$ cat config.mk
export PLATFORM = sky130hd
export DESIGN_NAME = fetch_pc_sequencer
export DESIGN_NICKNAME = d
export VERILOG_FILES = /design/src/rtl/pc_seq_pkg.sv /design/src/rtl/sat_counter.sv /design/src/rtl/fetch_pc_sequencer.sv
export SDC_FILE = /design/constraint.sdc
export NUM_CORES = 1
export LEC_CHECK = 0
export ABC_AREA = 1
export CAP_MARGIN = 5
export CORE_MARGIN = 1
export CORE_UTILIZATION = 40
export CTS_CLUSTER_DIAMETER = 80
export CTS_CLUSTER_SIZE = 24
export DETAILED_ROUTE_END_ITERATION = 8
export GPL_TIMING_DRIVEN = 0
export HOLD_SLACK_MARGIN = 0.03
export PLACE_DENSITY = 0.74
export RECOVER_POWER = 25
export SLEW_MARGIN = 20
export SYNTH_ARGS = -nofsm -noshare
export SYNTH_HDL_FRONTEND = slang
export SYNTH_SLANG_ARGS = --single-unit
$ cat constraint.sdc
create_clock -name clk -period 4.4 [get_ports clk]
set_clock_uncertainty 0.15 [all_clocks]
set_input_delay 1.32 -clock clk [delete_from_list [all_inputs] [get_ports clk]]
set_output_delay 1.32 -clock clk [all_outputs]
set_load 0.02 [all_outputs]
$ cat src/rtl/pc_seq_pkg.sv
// Shared definitions for the fetch PC sequencer.
//   state_t          : fetch FSM encoding (BOOT=0, RUN=1, WAIT=2, HALT=3)
//   PC_ALIGN_MASK    : low PC bits that must be zero for a legal fetch target
//   DEFAULT_RESET_VEC: default first fetch address after reset
package pc_seq_pkg;

    typedef enum logic [1:0] {
        S_BOOT = 2'd0,
        S_RUN  = 2'd1,
        S_WAIT = 2'd2,
        S_HALT = 2'd3
    } state_t;

    localparam logic [1:0]  PC_ALIGN_MASK     = 2'b11;
    localparam logic [31:0] DEFAULT_RESET_VEC = 32'h0000_0000;

endpackage

$ cat src/rtl/sat_counter.sv
// Saturating up-counter used for the sequencer statistics.
//   clk   : clock, all updates on posedge
//   i_clr : synchronous clear (highest priority)
//   i_inc : increment request; ignored once the counter is all-ones
//   o_cnt : current count
module sat_counter #(
    parameter int unsigned CNT_W = 16
) (
    input  logic             clk,
    input  logic             i_clr,
    input  logic             i_inc,
    output logic [CNT_W-1:0] o_cnt
);

    logic [CNT_W-1:0] r_cnt;

    always_ff @(posedge clk) begin
        if (i_clr) begin
            r_cnt <= '0;
        end else if (i_inc && (r_cnt != '1)) begin
            r_cnt <= r_cnt + CNT_W'(1);
        end
    end

    assign o_cnt = r_cnt;

endmodule

$ cat src/rtl/fetch_pc_sequencer.sv
// Fetch PC sequencer: owns the architectural fetch PC, drives the I-mem
// request handshake and the IF/ID, ID/EX kill strobes, and keeps
// saturating redirect/stall statistics.
//   clk, rstn              : clock, synchronous active-low reset
//   flush_i, correct_pc_i  : mispredict redirect and its resolved target
//   predict_pc_i           : predicted next PC for the current pc_o
//   hazard_stall_i         : load-use hazard, hold PC
//   halt_i                 : stop fetching until reset
//   imem_ready_i           : I-mem accepts the request this cycle
//   imem_req_o, pc_o       : fetch request and its address
//   if_valid_o             : fetched word valid for IF/ID this cycle
//   kill_ifid_o/idex_o     : squash strobes, same cycle as flush_i
//   misalign_o             : sticky misaligned-redirect flag
//   state_o                : FSM state for debug
//   redirect_cnt_o         : flush redirects taken
//   stall_cnt_o            : cycles PC held by stall or I-mem wait
module fetch_pc_sequencer
    import pc_seq_pkg::*;
#(
    parameter logic [31:0] RESET_VEC = DEFAULT_RESET_VEC,
    parameter int unsigned CNT_W     = 16
) (
    input  logic             clk,
    input  logic             rstn,
    input  logic             flush_i,
    input  logic [31:0]      correct_pc_i,
    input  logic [31:0]      predict_pc_i,
    input  logic             hazard_stall_i,
    input  logic             halt_i,
    input  logic             imem_ready_i,
    output logic             imem_req_o,
    output logic [31:0]      pc_o,
    output logic             if_valid_o,
    output logic             kill_ifid_o,
    output logic             kill_idex_o,
    output logic             misalign_o,
    output logic [1:0]       state_o,
    output logic [CNT_W-1:0] redirect_cnt_o,
    output logic [CNT_W-1:0] stall_cnt_o
);

    state_t      r_state;
    logic [31:0] r_pc;
    logic        r_misalign;

    logic        w_active;
    logic        w_flush;
    logic        w_target_bad;
    logic        w_hold;
    logic        w_redirect_inc;
    logic        w_stall_inc;
    logic [31:0] w_next_pc;

    assign w_active     = (r_state == S_RUN) || (r_state == S_WAIT);
    assign w_flush      = w_active && flush_i;
    assign w_target_bad = (correct_pc_i[1:0] & PC_ALIGN_MASK) != 2'b00;
    assign w_hold       = hazard_stall_i || !imem_ready_i;

    // A flush outranks halt and stall: the halt came from the squashed path,
    // and a stall coinciding with a redirect is not counted.
    assign w_redirect_inc = w_flush && !w_target_bad;
    assign w_stall_inc    = w_active && !flush_i && !halt_i && w_hold;

    always_ff @(posedge clk) begin
        if (!rstn) begin
            r_state    <= S_BOOT;
            r_misalign <= 1'b0;
        end else begin
            unique case (r_state)
                S_BOOT: r_state <= S_RUN;
                S_RUN, S_WAIT: begin
                    if (flush_i) begin
                        if (w_target_bad) begin
                            r_misalign <= 1'b1;
                            r_state    <= S_HALT;
                        end else begin
                            r_state <= S_RUN;
                        end
                    end else if (halt_i) begin
                        r_state <= S_HALT;
                    end else if (!imem_ready_i) begin
                        r_state <= S_WAIT;
                    end else begin
                        r_state <= S_RUN;
                    end
                end
                S_HALT: r_state <= S_HALT;
                default: r_state <= S_BOOT;
            endcase
        end
    end

    always_comb begin
        w_next_pc = r_pc;
        if (w_active) begin
            if (flush_i) begin
                if (!w_target_bad) w_next_pc = correct_pc_i;
            end else if (!halt_i && !w_hold) begin
                w_next_pc = predict_pc_i;
            end
        end
    end

    always_ff @(posedge clk) begin
        if (!rstn) r_pc <= RESET_VEC;
        else       r_pc <= w_next_pc;
    end

    sat_counter #(.CNT_W(CNT_W)) u_redirect_cnt (
        .clk   (clk),
        .i_clr (!rstn),
        .i_inc (w_redirect_inc),
        .o_cnt (redirect_cnt_o)
    );

    sat_counter #(.CNT_W(CNT_W)) u_stall_cnt (
        .clk   (clk),
        .i_clr (!rstn),
        .i_inc (w_stall_inc),
        .o_cnt (stall_cnt_o)
    );

    assign imem_req_o  = w_active;
    assign pc_o        = r_pc;
    assign if_valid_o  = imem_req_o && imem_ready_i && !flush_i && !hazard_stall_i;
    assign kill_ifid_o = w_flush;
    assign kill_idex_o = w_flush;
    assign misalign_o  = r_misalign;
    assign state_o     = r_state;

endmodule

==> impl_metrics.env, run 1 <==
export IMPL_die_height_microns=97.2
export IMPL_dpl_cell_count=785
export IMPL_rr_worst_depth=9
export IMPL_drive_gt1_share_pct=3.61
export IMPL_most_common_layout_cells="sky130_fd_sc_hd__nand2_1, sky130_fd_sc_hd__clkdlybuf4s50_1, sky130_fd_sc_hd__nor2_1"
export IMPL_min_delay_start="misalign_o"
export IMPL_worst_setup_hold_path_clk_slew_ns=0.07
export IMPL_placed_area_sq_um=5140
export IMPL_gpl_final_weighted_congestion=0.916
export IMPL_setup_violations=0
export IMPL_synthAdderAreaFrac_pct=1.38
export IMPL_final_min_period_over_clock_period_pct=95.5
export IMPL_routed_wl_mm=10.8
export IMPL_io_pins=141
export IMPL_synth_edff_count=0
export IMPL_worst_ir_drop_vdd_mv=0.149
export IMPL_antenna_found_initial=1
export IMPL_synthMuxAreaShare_pct=0
export IMPL_io_buffer_count=138
export IMPL_share_comb_of_total_power_pct=18.7
export IMPL_synth_simple_gate_area_share_pct=39.5
export IMPL_path_max_fanout=3
export IMPL_end_of_the_worst_hold_path="misalign_o"
export IMPL_fmax_ghz=0.238
export IMPL_worst_setup_path_end_kind="output pin"
export IMPL_rsz_0062_raised_after_global_routing="no"
export IMPL_switching_share_pct=26.9
export IMPL_residual_drc=0
export IMPL_detail_route_antenna_nets=0
export IMPL_cellInternalPower_w=0.00109
export IMPL_synth_top_flop_cell="sky130_fd_sc_hd__dfxtp_1"
export IMPL_register_share_of_total_power_pct=43.3
export IMPL_nets=762
export IMPL_starting_density_of_the_core_pct=41.4
export IMPL_clkPwrFrac_pct=38.0
export IMPL_clk_path_buf_depth=2
export IMPL_area_delta_synth_final_pct=45.7
export IMPL_crit_reg2reg_capture="pc_o[27]"
export IMPL_dr_total_vias=4045
export IMPL_power_leakage_nw=2.33
export IMPL_worstSetupPathType="in2out"
export IMPL_yosys_warnings=0
export IMPL_fin_ws_ns=0.200
export IMPL_status="complete, no violations"
export IMPL_cts_buffers=9
export IMPL_regToRegSetupSlack_ns=1.90
export IMPL_hold_slack_ns=0.344
export IMPL_number_of_standard_cells_in_the_layout_taps_in_and_fillers_out=802
export IMPL_setup_total_negative_slack_ns=0
export IMPL_drv_max_cap_violation_count=0
export IMPL_cp_start_kind="primary input"
export IMPL_first_pass_grt_wire_length_mm=17.8
export IMPL_seq_area_frac_synth_pct=37.0
export IMPL_post_cts_setup_buffer_count=0
export IMPL_crit_required_ns=2.93
export IMPL_detailedPlace_worstSlack_ns=0.191
export IMPL_crit_reg2reg_launch="state_o[1]"
export IMPL_netlist_cell_type_count=29
export IMPL_wire_per_inst_microns=13.5
export IMPL_place_hpwl_mm=8.37
export IMPL_die_w_microns=97.2
export IMPL_ys_ff_latch=67
export IMPL_count_of_instances_resized_after_the_clock_tree_is_built=0
export IMPL_cts_htree_levels=3
export IMPL_final_hold_vios=0
export IMPL_hold_path_class="reg2reg"
export IMPL_fill_cells=839
export IMPL_drtIter0Drc=106
export IMPL_main_combinational_cell_family_by_area_after_synthesis="simple AND/OR/NAND/NOR gates"
export IMPL_track_usage_pct=23.1
export IMPL_synth_avg_cell_area_sq_um=6.72
export IMPL_layout_cells_most_common="sky130_fd_sc_hd__nand2_1"
export IMPL_clock_sink_count=67
export IMPL_synthesis_nets=613
export IMPL_tightest_slew_ns=0.576
export IMPL_routed_via_density=5.04
export IMPL_minimum_clock_period_after_layout_ns=4.20
export IMPL_power_switching_w=0.000403
export IMPL_floorplan_die_area_sq_um=9450
export IMPL_synth_async_sr_flop_share_pct=0
export IMPL_maxSlewHeadroom_pct=61.5
export IMPL_final_max_slew_violation_count=0
export IMPL_worstPathArrival_ns=2.73
export IMPL_clock_latency_ns=0.34
export IMPL_post_cts_hold_buffer_count=0
export IMPL_floorplan_rows=34
export IMPL_cellPowerDensity_nw_per_um2=283
export IMPL_grt_remaining_overflow=0
export IMPL_min_delay_path_depth=2
export IMPL_number_of_global_route_vias_before_repair=3886
export IMPL_synth_xor_area_share_pct=0
export IMPL_tritoncts="done"
export IMPL_core_sq_um=8760
export IMPL_gate_count_of_the_mapped_netlist=539
export IMPL_clock_tree_root_cell="sky130_fd_sc_hd__clkbuf_8"
export IMPL_dr_pass1_iterations=4
export IMPL_synth_compound_area_share_pct=13.3
export IMPL_grt_start_max_net_pins=13
export IMPL_stdcell_area_sq_um=5280
export IMPL_syn_area_sq_um=3620
## through the flow
| step | utilization [%] | total power [W] |
|---|---|---|
| after floorplan | - | 0.000798 |
| after CTS | 61.1 | 0.00152 |
| after global routing | 60.3 | 0.00157 |
| final | 60.3 | 0.00150 |
| after detailed placement | 58.7 | 0.000950 |
| after global placement | 58.7 | 0.000944 |
## cells in the mapped netlist (4+ instances only)
master	number	area (sq um)
sky130_fd_sc_hd__buf_6	4	45.0
sky130_fd_sc_hd__nand4_1	8	50.1
sky130_fd_sc_hd__nor2_1	93	349
sky130_fd_sc_hd__nor2_2	5	31.3
sky130_fd_sc_hd__o21ai_0	7	35.0
sky130_fd_sc_hd__o211a_1	30	300
sky130_fd_sc_hd__clkbuf_1	11	41.3
sky130_fd_sc_hd__a21oi_1	21	105
sky130_fd_sc_hd__inv_1	46	173
sky130_fd_sc_hd__ha_1	4	50.1
sky130_fd_sc_hd__nand3_1	69	345
sky130_fd_sc_hd__buf_4	5	37.5
sky130_fd_sc_hd__dfxtp_1	67	1340
sky130_fd_sc_hd__nand2_1	145	544
## power by group through the flow
stage               logic (W)  registers (W)  clock network (W)
CTS                  0.000290       0.000648           0.000586
finish               0.000280       0.000648           0.000568
global route         0.000303       0.000651           0.000614
global placement     0.000283       0.000660                  0
detailed placement   0.000288       0.000662                  0
floorplan            0.000107       0.000691                  0
## final cells by class
class | count | area (sq um) | area share, %
Multi-Input combinational cell | 400 | 1910 | 36.1
Timing Repair Buffer | 138 | 1380 | 26.1
Sequential cell | 67 | 1340 | 25.4
Inverter | 48 | 180 | 3.41
Tap cell | 108 | 135 | 2.56
Clock buffer | 9 | 124 | 2.34
Buffer | 24 | 119 | 2.25
Clock inverter | 7 | 92.6 | 1.75
Antenna cell | 1 | 2.50 | 0.0474
## critical path, cell delays in order
cell                              delay, ns
sky130_fd_sc_hd__clkdlybuf4s50_1       0.50
sky130_fd_sc_hd__nand2_1               0.11
sky130_fd_sc_hd__nor3_1                0.14
sky130_fd_sc_hd__clkdlybuf4s50_1       0.66
## worst max-delay path by stage
stage / from / end
3_5_place_dp: imem_ready_i / if_valid_o
2_1_floorplan: flush_i / if_valid_o
4_1_cts: imem_ready_i / if_valid_o
5_1_grt: imem_ready_i / if_valid_o
6_report: imem_ready_i / if_valid_o
3_3_place_gp: imem_ready_i / if_valid_o
## cells by family after synthesis
logic type | after synthesis
DFF | 67
buffers and inverters | 72
and+or+nand+nor | 332
adders and majority gates | 4
AOI/OAI and AO/OA | 64
## layer usage
metal,routed length (microns),part of all wire [%],track usage (%),vias to the layer above
li1,-,-,-,2059
met1,4360,40,25.2,1851
met2,5320,49,40.6,128
met3,1050,9.7,10.2,7
met4,79,0.73,6.31,0
met5,0,0,0,-
## state kept, by name (all words and copies together) (netlist names)
name	cells
u_stall_cnt.o_cnt	16
pc_o	32
misalign_o	1
state_o	2
u_redirect_cnt.o_cnt	16
Note: power is estimated with default switching activity, not from simulation.
==> inputs of run 2 (changes only) <==
ABC_CLOCK_PERIOD_IN_PS = 4400   (was default)
==> results of run 2 <==
The final DEF is identical to that of run 1; final timing and power are the same.
==> inputs of run 3 (changes only) <==
PLACE_DENSITY = 0.81   (was 0.74)
==> run 3 against run 2 <==
Compared with the run above: utilization grew 0.19 points; total power grew 1.3%; combinational power is essentially flat.
==> impl_metrics.env, run 3 (same netlist as run 1, synthesis figures left out) <==
export IMPL_post_cts_setup_buffer_count=0
export IMPL_hold_path_class="reg2reg"
export IMPL_worstPathArrival_ns=2.75
export IMPL_final_min_period_over_clock_period_pct=96.0
export IMPL_cellPowerDensity_nw_per_um2=286
export IMPL_core_sq_um=8760
export IMPL_final_max_slew_violation_count=0
export IMPL_tightest_slew_ns=0.539
export IMPL_grt_remaining_overflow=0
export IMPL_worst_setup_path_end_kind="output pin"
export IMPL_dr_total_vias=4133
export IMPL_drive_gt1_share_pct=3.90
export IMPL_crit_path_cell_trace="clkdlybuf4s50_1 -> nand2_1 -> nor3_1 -> clkdlybuf4s50_1"
export IMPL_cts_buffers=9
export IMPL_fill_cells=810
export IMPL_flip_flop_count_of_the_largest_register_all_copies_and_words_added=32
export IMPL_residual_drc=0
export IMPL_power_total_w=0.00152
export IMPL_place_hpwl_mm=8.34
export IMPL_worst_ir_drop_vdd_mv=0.223
export IMPL_number_of_global_route_vias_before_repair=3993
export IMPL_tritoncts="done"
export IMPL_nets=762
export IMPL_floorplan_rows=34
export IMPL_most_common_layout_cells="sky130_fd_sc_hd__nand2_1, sky130_fd_sc_hd__clkdlybuf4s50_1, sky130_fd_sc_hd__nor2_1"
export IMPL_post_cts_hold_buffer_count=0
export IMPL_final_hold_vios=0
export IMPL_cpMaxStageDelayCell="sky130_fd_sc_hd__clkdlybuf4s50_1"
export IMPL_drtIter0Drc=122
export IMPL_setup_total_negative_slack_ns=0
export IMPL_die_height_microns=97.2
export IMPL_clock_sink_count=67
export IMPL_fin_ws_ns=0.178
export IMPL_starting_density_of_the_core_pct=41.4
export IMPL_routed_via_density=5.15
export IMPL_worstSetupPathType="in2out"
export IMPL_power_leakage_nw=2.34
export IMPL_fmax_ghz=0.237
export IMPL_antenna_found_initial=1
export IMPL_clk_path_buf_depth=2
export IMPL_clock_tree_root_cell="sky130_fd_sc_hd__clkbuf_8"
export IMPL_gpl_final_weighted_congestion=0.864
export IMPL_count_of_instances_resized_after_the_clock_tree_is_built=0
export IMPL_track_usage_pct=23.4
export IMPL_io_pins=141
export IMPL_io_buffer_count=138
export IMPL_maxSlewHeadroom_pct=63.9
export IMPL_routed_wl_mm=10.9
export IMPL_detail_route_antenna_nets=0
export IMPL_area_delta_synth_final_pct=46.2
export IMPL_minimum_clock_period_after_layout_ns=4.22
export IMPL_drv_max_cap_violation_count=0
export IMPL_detailedPlace_worstSlack_ns=0.208
export IMPL_first_pass_grt_wire_length_mm=18.2
export IMPL_worst_path_largest_cell_delay_ns=0.66
export IMPL_path_max_fanout=3
export IMPL_grt_start_max_net_pins=13
export IMPL_worst_setup_hold_path_clk_slew_ns=0.07
export IMPL_cts_htree_levels=3
export IMPL_crit_required_ns=2.93
export IMPL_setup_violations=0
export IMPL_rsz_0062_raised_after_global_routing="no"
export IMPL_die_w_microns=97.2
export IMPL_wire_per_inst_microns=13.5
export IMPL_layout_cells_most_common="sky130_fd_sc_hd__nand2_1"
export IMPL_floorplan_die_area_sq_um=9450
export IMPL_dr_pass1_iterations=5
export IMPL_status="complete, no violations"
export IMPL_clock_latency_ns=0.34
export IMPL_crit_top_cell="sky130_fd_sc_hd__clkdlybuf4s50_1"
export IMPL_cp_start_kind="primary input"
==> run 3: cell types whose count changed in the layout (fill, tap and decap cells not counted), sizes merged <==
cell	before	now
buf	9	10
clkinvlp	3	2
==> run 3: power by group <==
part	switching (W)	internal, W
Sequential	0.0000168	0.000632
Combinational	0.000135	0.000145
Clock	0.000252	0.000335
==> run 3: layer usage <==
metal	track usage, %	vias to the layer above	wire, microns
li1	-	2052	-
met1	27.3	1883	4430
met2	39.2	178	5160
met3	8.42	20	1100
met4	8.50	0	177
met5	0	-	0
==> run 3: path summary, 6_finish.rpt <==
path	startpoint	to	slack, ns	depth (start not counted)
max	imem_ready_i	if_valid_o	0.18	4
min reg2reg	misalign_o	misalign_o	0.32	2
min	misalign_o	misalign_o	0.32	2
max reg2reg	state_o[0]	pc_o[24]	1.93	9
==> run 3: critical path, delay by kind of cell <==
family,cells,cell delay (ns)
buffers and inverters,2,1.18
and+or+nand+nor,2,0.25
==> run 3: area by class of cell <==
| type | count | area, sq um | area share (%) |
|---|---|---|---|
| Clock buffer | 10 | 138 | 2.60 |
| Multi-Input combinational cell | 400 | 1910 | 36.0 |
| Timing Repair Buffer | 138 | 1380 | 26.1 |
| Buffer | 24 | 123 | 2.31 |
| Clock inverter | 6 | 88.8 | 1.68 |
| Sequential cell | 67 | 1340 | 25.3 |
| Inverter | 48 | 180 | 3.40 |
| Antenna cell | 1 | 2.50 | 0.0472 |
| Tap cell | 108 | 135 | 2.55 |
==> run 3: metrics by stage <==
stage	instance area (sq um)	utilization [%]	hold WS (ns)	cells
final	5300	60.5	0.325	802
after global routing	5300	60.5	0.364	802
after CTS	5370	61.3	0.329	801
after detailed placement	5140	58.7	0.311	785
after global placement	5140	58.7	0.305	785
after floorplan	3620	-	0.417	539
